<file path="src/rtl/alu_pkg.sv">
// Shared definitions for the lab ALU datapath: entry-sequencer states,
// ALU opcodes and data width.
package alu_pkg;

   localparam int W = 4;

   typedef enum logic [2:0] {
      S_A    = 3'd0,
      S_B    = 3'd1,
      S_OP   = 3'd2,
      S_EXEC = 3'd3,
      S_SHOW = 3'd4
   } state_t;

   localparam logic [2:0] OP_ADD = 3'd0;
   localparam logic [2:0] OP_SUB = 3'd1;
   localparam logic [2:0] OP_NOT = 3'd2;
   localparam logic [2:0] OP_AND = 3'd3;
   localparam logic [2:0] OP_OR  = 3'd4;
   localparam logic [2:0] OP_XOR = 3'd5;
   localparam logic [2:0] OP_LT  = 3'd6;
   localparam logic [2:0] OP_EQ  = 3'd7;

endpackage

</file>
<file path="src/rtl/btn_debounce.sv">
// Push-button conditioner: 2-flop synchronizer, stable-level counter and a
// registered rising-edge pulse. Releases never produce a pulse.
module btn_debounce #(
   parameter int DEBOUNCE_CYCLES = 16,
   parameter int CNT_W           = 20
) (
   input  logic clk,
   input  logic rst,
   input  logic btn_i,
   output logic press_o
);

   localparam logic [CNT_W-1:0] CNT_LAST = CNT_W'(DEBOUNCE_CYCLES - 1);

   logic             sync1_q;
   logic             btn_s_q;
   logic             lvl_q;
   logic             lvl_prev_q;
   logic             press_q;
   logic [CNT_W-1:0] cnt_q;

   always_ff @(posedge clk) begin
      if (rst) begin
         sync1_q    <= 1'b0;
         btn_s_q    <= 1'b0;
         lvl_q      <= 1'b0;
         lvl_prev_q <= 1'b0;
         press_q    <= 1'b0;
         cnt_q      <= '0;
      end else begin
         sync1_q    <= btn_i;
         btn_s_q    <= sync1_q;
         lvl_prev_q <= lvl_q;
         press_q    <= lvl_q & ~lvl_prev_q;
         // Any cycle where the synchronized input agrees with the accepted
         // level restarts the stability window, so short bounces are absorbed.
         if (btn_s_q == lvl_q) begin
            cnt_q <= '0;
         end else if (cnt_q == CNT_LAST) begin
            lvl_q <= btn_s_q;
            cnt_q <= '0;
         end else begin
            cnt_q <= cnt_q + 1'b1;
         end
      end
   end

   assign press_o = press_q;

endmodule

</file>
<file path="src/rtl/alu_input_seq.sv">
// Operand-entry sequencer for the board-lab ALU: one debounced enter button
// steps through A -> B -> OP -> EXEC -> SHOW and captures the ALU result.
module alu_input_seq
   import alu_pkg::*;
#(
   parameter int DEBOUNCE_CYCLES = 16,
   parameter int CNT_W           = 20
) (
   input  logic         clk,
   input  logic         rst,
   input  logic         btn_i,
   input  logic [W-1:0] sw_i,
   input  logic [2:0]   sw_op_i,
   output logic [W-1:0] a_o,
   output logic [W-1:0] b_o,
   output logic [2:0]   ctrl_o,
   input  logic [W-1:0] res_i,
   input  logic         car_i,
   input  logic         of_i,
   output logic [W-1:0] res_q_o,
   output logic         car_q_o,
   output logic         of_q_o,
   output logic         valid_o,
   output logic [2:0]   state_o
);

   logic         press;
   state_t       state_q;
   logic [W-1:0] a_q;
   logic [W-1:0] b_q;
   logic [2:0]   ctrl_q;
   logic [W-1:0] res_q;
   logic         car_q;
   logic         of_q;
   logic         valid_q;

   btn_debounce #(
      .DEBOUNCE_CYCLES(DEBOUNCE_CYCLES),
      .CNT_W          (CNT_W)
   ) u_deb (
      .clk    (clk),
      .rst    (rst),
      .btn_i  (btn_i),
      .press_o(press)
   );

   always_ff @(posedge clk) begin
      if (rst) begin
         state_q <= S_A;
         a_q     <= '0;
         b_q     <= '0;
         ctrl_q  <= '0;
         res_q   <= '0;
         car_q   <= 1'b0;
         of_q    <= 1'b0;
         valid_q <= 1'b0;
      end else begin
         case (state_q)
            S_A: if (press) begin
               a_q     <= sw_i;
               state_q <= S_B;
            end
            S_B: if (press) begin
               b_q     <= sw_i;
               state_q <= S_OP;
            end
            S_OP: if (press) begin
               ctrl_q  <= sw_op_i;
               state_q <= S_EXEC;
            end
            // The ALU has had the new operands for a full cycle here; press
            // is deliberately ignored so SHOW is never skipped.
            S_EXEC: begin
               res_q   <= res_i;
               car_q   <= car_i;
               of_q    <= of_i;
               valid_q <= 1'b1;
               state_q <= S_SHOW;
            end
            S_SHOW: if (press) begin
               valid_q <= 1'b0;
               state_q <= S_A;
            end
            default: begin
               valid_q <= 1'b0;
               state_q <= S_A;
            end
         endcase
      end
   end

   assign a_o     = a_q;
   assign b_o     = b_q;
   assign ctrl_o  = ctrl_q;
   assign res_q_o = res_q;
   assign car_q_o = car_q;
   assign of_q_o  = of_q;
   assign valid_o = valid_q;
   assign state_o = state_q;

endmodule

</file>
<file path="config.mk">
export PLATFORM = sky130hd
export DESIGN_NAME = alu_input_seq
export DESIGN_NICKNAME = d
export VERILOG_FILES = /design/src/rtl/alu_pkg.sv /design/src/rtl/btn_debounce.sv /design/src/rtl/alu_input_seq.sv
export SDC_FILE = /design/constraint.sdc
export NUM_CORES = 1
export LEC_CHECK = 0
export CAP_MARGIN = 20
export CORE_MARGIN = 5
export CORE_UTILIZATION = 45
export CTS_CLUSTER_SIZE = 8
export DETAILED_ROUTE_END_ITERATION = 10
export GPL_TIMING_DRIVEN = 1
export HOLD_SLACK_MARGIN = 0.02
export PLACE_DENSITY = 0.67
export SYNTH_ARGS = -nofsm -noshare
export SYNTH_HDL_FRONTEND = slang
export SYNTH_HIERARCHICAL = 1
export SYNTH_SLANG_ARGS = --single-unit
</file>
<file path="constraint.sdc">
create_clock -name clk -period 2.35 [get_ports clk]
set_input_delay 0.235 -clock clk [delete_from_list [all_inputs] [get_ports clk]]
set_output_delay 0.235 -clock clk [all_outputs]
set_load 0.03 [all_outputs]
</file>
# After elaboration in Yosys (flattened, before gate mapping)
# Index checks and enable logic that the tools add are counted.
dict set report op_classes {
  mul 0
  shifts 0
  mux 7
  n_bitwise 4
  div 0
  magnitude_cmp 0
  n_reduce_logical 9
  addsub 1
  eq_ne 10
}
# cell n
set ops {}
lappend ops {{$add A20 B1 Y20 const B} 1}
lappend ops {{$eq A20 B4 Y1 const B} 1}
lappend ops {{$pmux W3 S5} 1}
lappend ops {{$mux W3} 4}
lappend ops {{$reduce_and A2 Y1} 5}
lappend ops {{$ne A2 B1 Y1 const B} 4}
lappend ops {{$eq A3 B2 Y1 const B} 2}
lappend ops {{$reduce_or A3 Y1} 2}
lappend ops {{$reduce_and A4 Y1} 1}
lappend ops {{$eq A3 B1 Y1 const B} 1}
lappend ops {{$eq A3 B3 Y1 const B} 1}
lappend ops {{$logic_not A3 Y1} 1}
lappend ops {{$not A1 Y1} 3}
lappend ops {{$pmux W1 S3} 1}
lappend ops {{$and A1 B1 Y1} 1}
lappend ops {{$eq A1 B1 Y1} 1}
lappend ops {{$mux W1} 1}
dict set report word_totals {
  n_memories 0
  latchBits 0
  out_inout_bits 21
  register_bits 46
  input_bits 16
  mem_bits_ro 0
  ramBits 0
  word_cells 45
}

# Depth between registers and ports, before layout
dict set report depth {
  ltp_word 4
  ltp_mapped 6
}

# By module
# Netlist, hierarchy kept.
# module area_per_inst_um2 n_inst cells_per_inst seq_area_each_um2
set by_module_without_submodules {}
lappend by_module_without_submodules {btn_debounce 1087.3 1 117 500.5}
lappend by_module_without_submodules {alu_input_seq 972.2 1 93 420.4}

# Worst setup path after synthesis
# Ideal clock, no wire load.
dict set report synth_path {
  path_kind {reg-to-reg}
  startpoint {register u_deb.cnt_q[0]}
  endpoint {register u_deb.cnt_q[11]}
  arrival_time_ns 1.514
  setup_slack_ns 0.722
  path_buffers 1
  t_required_ns 2.235
  stages_incl_launch_ff 7
  synth_period_minus_slack_ns 1.628
  path_cell_list {dfxtp_1 ha_1 nand3_2 nand3b_1 o21ai_2 buf_4 nor2_1}
}
dict set report synth_via {
  elab_chain_len 2
  word_cells_on_any_way 3
  cone_classes {add/sub (1); eq/ne (1); reduce/logical (1)}
}
# element line
set synth_rtl {}
lappend synth_rtl {{start: declaration} btn_debounce.sv:20} ;# logic [CNT_W-1:0] cnt_q;
lappend synth_rtl {{start signal: assignment} btn_debounce.sv:43} ;# cnt_q <= cnt_q + 1'b1;
lappend synth_rtl {{branches (longest 2 deep; another with $add A20 B1 Y20)} --}
# Several ways; the timed one is not identified.
# A chain may end at the register's enable or synchronous reset.

# Final worst setup path
dict set report layout_path {
  startpoint {register state_q[0] (netlist: state_o[0])}
  endpoint {output port state_o[0]}
}
# element line
set layout_lines {}
lappend layout_lines {{start: declaration} alu_input_seq.sv:28} ;# state_t state_q;
lappend layout_lines {{start signal: assignment} alu_input_seq.sv:49} ;# state_q <= S_A;
lappend layout_lines {{start signal: assignment} alu_input_seq.sv:61} ;# state_q <= S_B;
lappend layout_lines {{start signal: assignment} alu_input_seq.sv:65} ;# state_q <= S_OP;
lappend layout_lines {{end: declaration} alu_input_seq.sv:24} ;# output logic [2:0] state_o
# No word-level cell between the ends.

==> qor.csv <==
metric,value,unit
outcome,finished clean,
drive_above_1_share,6.10,%
critPathArrivalTime,1.61,ns
holdCritStartpoint,u_deb/lvl_prev_q,
cts_buffers,5,
ys_types,40,
crit_buf_inv,1,
crit_path_start_kind,register,
core_area,4380,sq um
placementRows,24,
hold_violations,0,
cts.path.max_buffers,2,
critPathLaunch,state_o[0],
reg2reg_from,u_deb/cnt_q[0],
post-cts-setup-buffer-count,0,
p_leak,0.834,nW
synth_edf_count,0,
cts_tree,built,
fin_ws,0.504,ns
min_period,1.85,ns
slowest_stage,clkdlybuf4s50_1,
crit_type,reg2out,
fmax,542,MHz
syn_inst,210,
cap_violations,0,
finalSetupViolCount,0,
nets,264,
die_height,77.7,um
vias,1513,
synth-seq-cells,46,
tns,0,ns
yosysTopAreaCell,dfxtp_1,
wl,3730,um
syn_to_final_growth,23.3,%
hold_class,reg2reg,
power_density,515,nW/um^2
r2r_slack,0.64,ns
dp_hpwl,2740,um
slew_viol_final,0,
crit_cells,1,
critPathCaptureType,output pin,
vias_per_cell,5.08,
ys_warn_count,6,
cts_htree_levels,2,
cts_resized,0,
skew,0.00444,ns
synth_area,2060,sq um
utilization,57.9,%
floorplan.initialDensity,47.0,%
fin_cells,298,
die_w,77.7,um
clk_latency,0.29,ns
ctsHoldBuffers,0,
ys.flop_type,dfxtp_1,
antenna_found_initial,0,
drt-initial-drc-count,70,
reg2reg_depth,5,
slowest_delay,0.75,ns
period_share,78.6,%
worstPathRequired,2.12,ns
drc,0,
grt_max_degree,35,
cts_sinks,46,
cp_max_fo,14,
tightest_slew,0.403,ns
portBuffers,36,
routabilityCongestion,0.822,
endpoint,state_o[0],
root_buffer,clkbuf_8,
cp_cell_sequence,clkdlybuf4s50_1,
regToRegEndpoint,u_deb/cnt_q[18],
grt_pass1_wl,6570,um
syn-num-nets,227,
detail-route-antenna-nets,0,
placed_area,2460,sq um
post-place-ws,0.632,ns
wl_per_cell,12.5,um
async_flop_share,0,%
rsz0062_at_grt,false,
antenna_cells,0,
grtUsageTotal,13.2,%
postSynthAreaPerCell,9.81,sq um
relSlewSlack,73.1,%
max-vdd-ir-drop,0.617,mV
hold_ws,0.386,ns
synth_area_leaders,"dfxtp_1, nand2b_1, mux2i_1, xnor2_1, nor2_1",
design.die.area,6030,sq um
design_area,2540,sq um
power,1.31,mW
place_inst,292,
grt_overflow,0,
ys_seq_area_share,44.7,%
clkSlewWorstSetupHoldPaths,0.08,ns
dr.pass1.iters,4,
critical_path.top_delay_family,buffers and inverters,
synth_top_area_share,44.7,%
fillers,394,
io-pin-count,37,
grt_pass1_vias,1435,
-- worst min path at each step --
stage | endpoint | slack [ns] | cells after the start
after floorplan | u_deb/btn_s_q | 0.31 | 1
after global placement | u_deb/press_o | 0.37 | 1
after detailed placement | u_deb/press_o | 0.38 | 1
after CTS | u_deb/press_o | 0.39 | 1
after global routing | u_deb/press_o | 0.40 | 1
final | u_deb/press_o | 0.39 | 1
-- metal layers --
layer / part of all wire [%] / vias to the layer above / track usage, % / routed length, um
met1: 48 / 675 / 17.1 / 1800
met3: 5.3 / 5 / 4.28 / 197
met4: 1.4 / 0 / 4.64 / 53
met5: 0 / - / 0 / 0
met2: 45 / 26 / 20.5 / 1680
li1: - / 807 / - / -
-- layout by cell type (no fill, tap or decap), types with 2 or more instances in the layout --
master            n
a211oi_1          2
a21oi_1           4
and4_1            2
and4bb_1          2
buf_4             3
clkbuf_8          6
clkdlybuf4s50_1  36
dfxtp_1          46
inv_1             3
mux2i_1          18
nand2_1           5
nand2b_1         34
nand3_1           4
nand3b_1          3
nand4_1           6
nor2_1           20
nor2b_1           4
nor3_1            3
nor4_1            8
o21ai_0           2
or3_1             2
or4b_1            2
xnor2_1          12
xor2_1            4
-- flip-flops by register name, summed over array words and instances (netlist names) --
name,cells
ctrl_o,3
valid_o,1
b_o,4
u_deb/cnt_q,20
a_o,4
of_q_o,1
state_o,3
u_deb/press_o,1
u_deb/btn_s_q,1
res_q_o,4
u_deb/lvl_prev_q,1
car_q_o,1
u_deb/lvl_q,1
u_deb/sync1_q,1
-- cell families (layout without fill, tap and decap cells) --
group           count (synthesis)  count (layout)  share of synthesized area, %
simple gates                  105             105                          32.4
buf+inv                        12              48                          2.98
flops                          46              46                          44.7
mux                            18              18                          8.75
xor+xnor                       16              16                          6.80
fa+ha+maj                       1               1                         0.607
compound gates                 12              12                          3.71
-- synthesized netlist by cell type (2+ instances only) --
cell	number
dfxtp_1	46
nand2b_1	34
nor2_1	20
mux2i_1	18
xnor2_1	12
nor4_1	8
nand4_1	6
nand2_1	5
a21oi_1	4
buf_2	4
nand3_1	4
nor2b_1	4
xor2_1	4
clkbuf_1	3
inv_1	3
nand3b_1	3
nor3_1	3
a211oi_1	2
and4_1	2
and4bb_1	2
o21ai_0	2
or3_1	2
or4b_1	2
-- final cells by class --
type	count	area (sq um)	area share [%]
multi-input combinational	152	1080	42.4
sequential	46	921	36.3
timing repair buffer	39	383	15.1
clock buffer	6	82.6	3.25
tap	52	65.1	2.56
inverter	3	11.3	0.443
-- report_power, final --
part           internal [mW]  switching (mW)  leakage, nW
Clock                  0.227           0.235       0.0431
Combinational         0.0403          0.0230        0.420
Sequential             0.782         0.00214        0.371
Total                   1.05           0.260        0.834
Power figures use the tool's default switching activity.
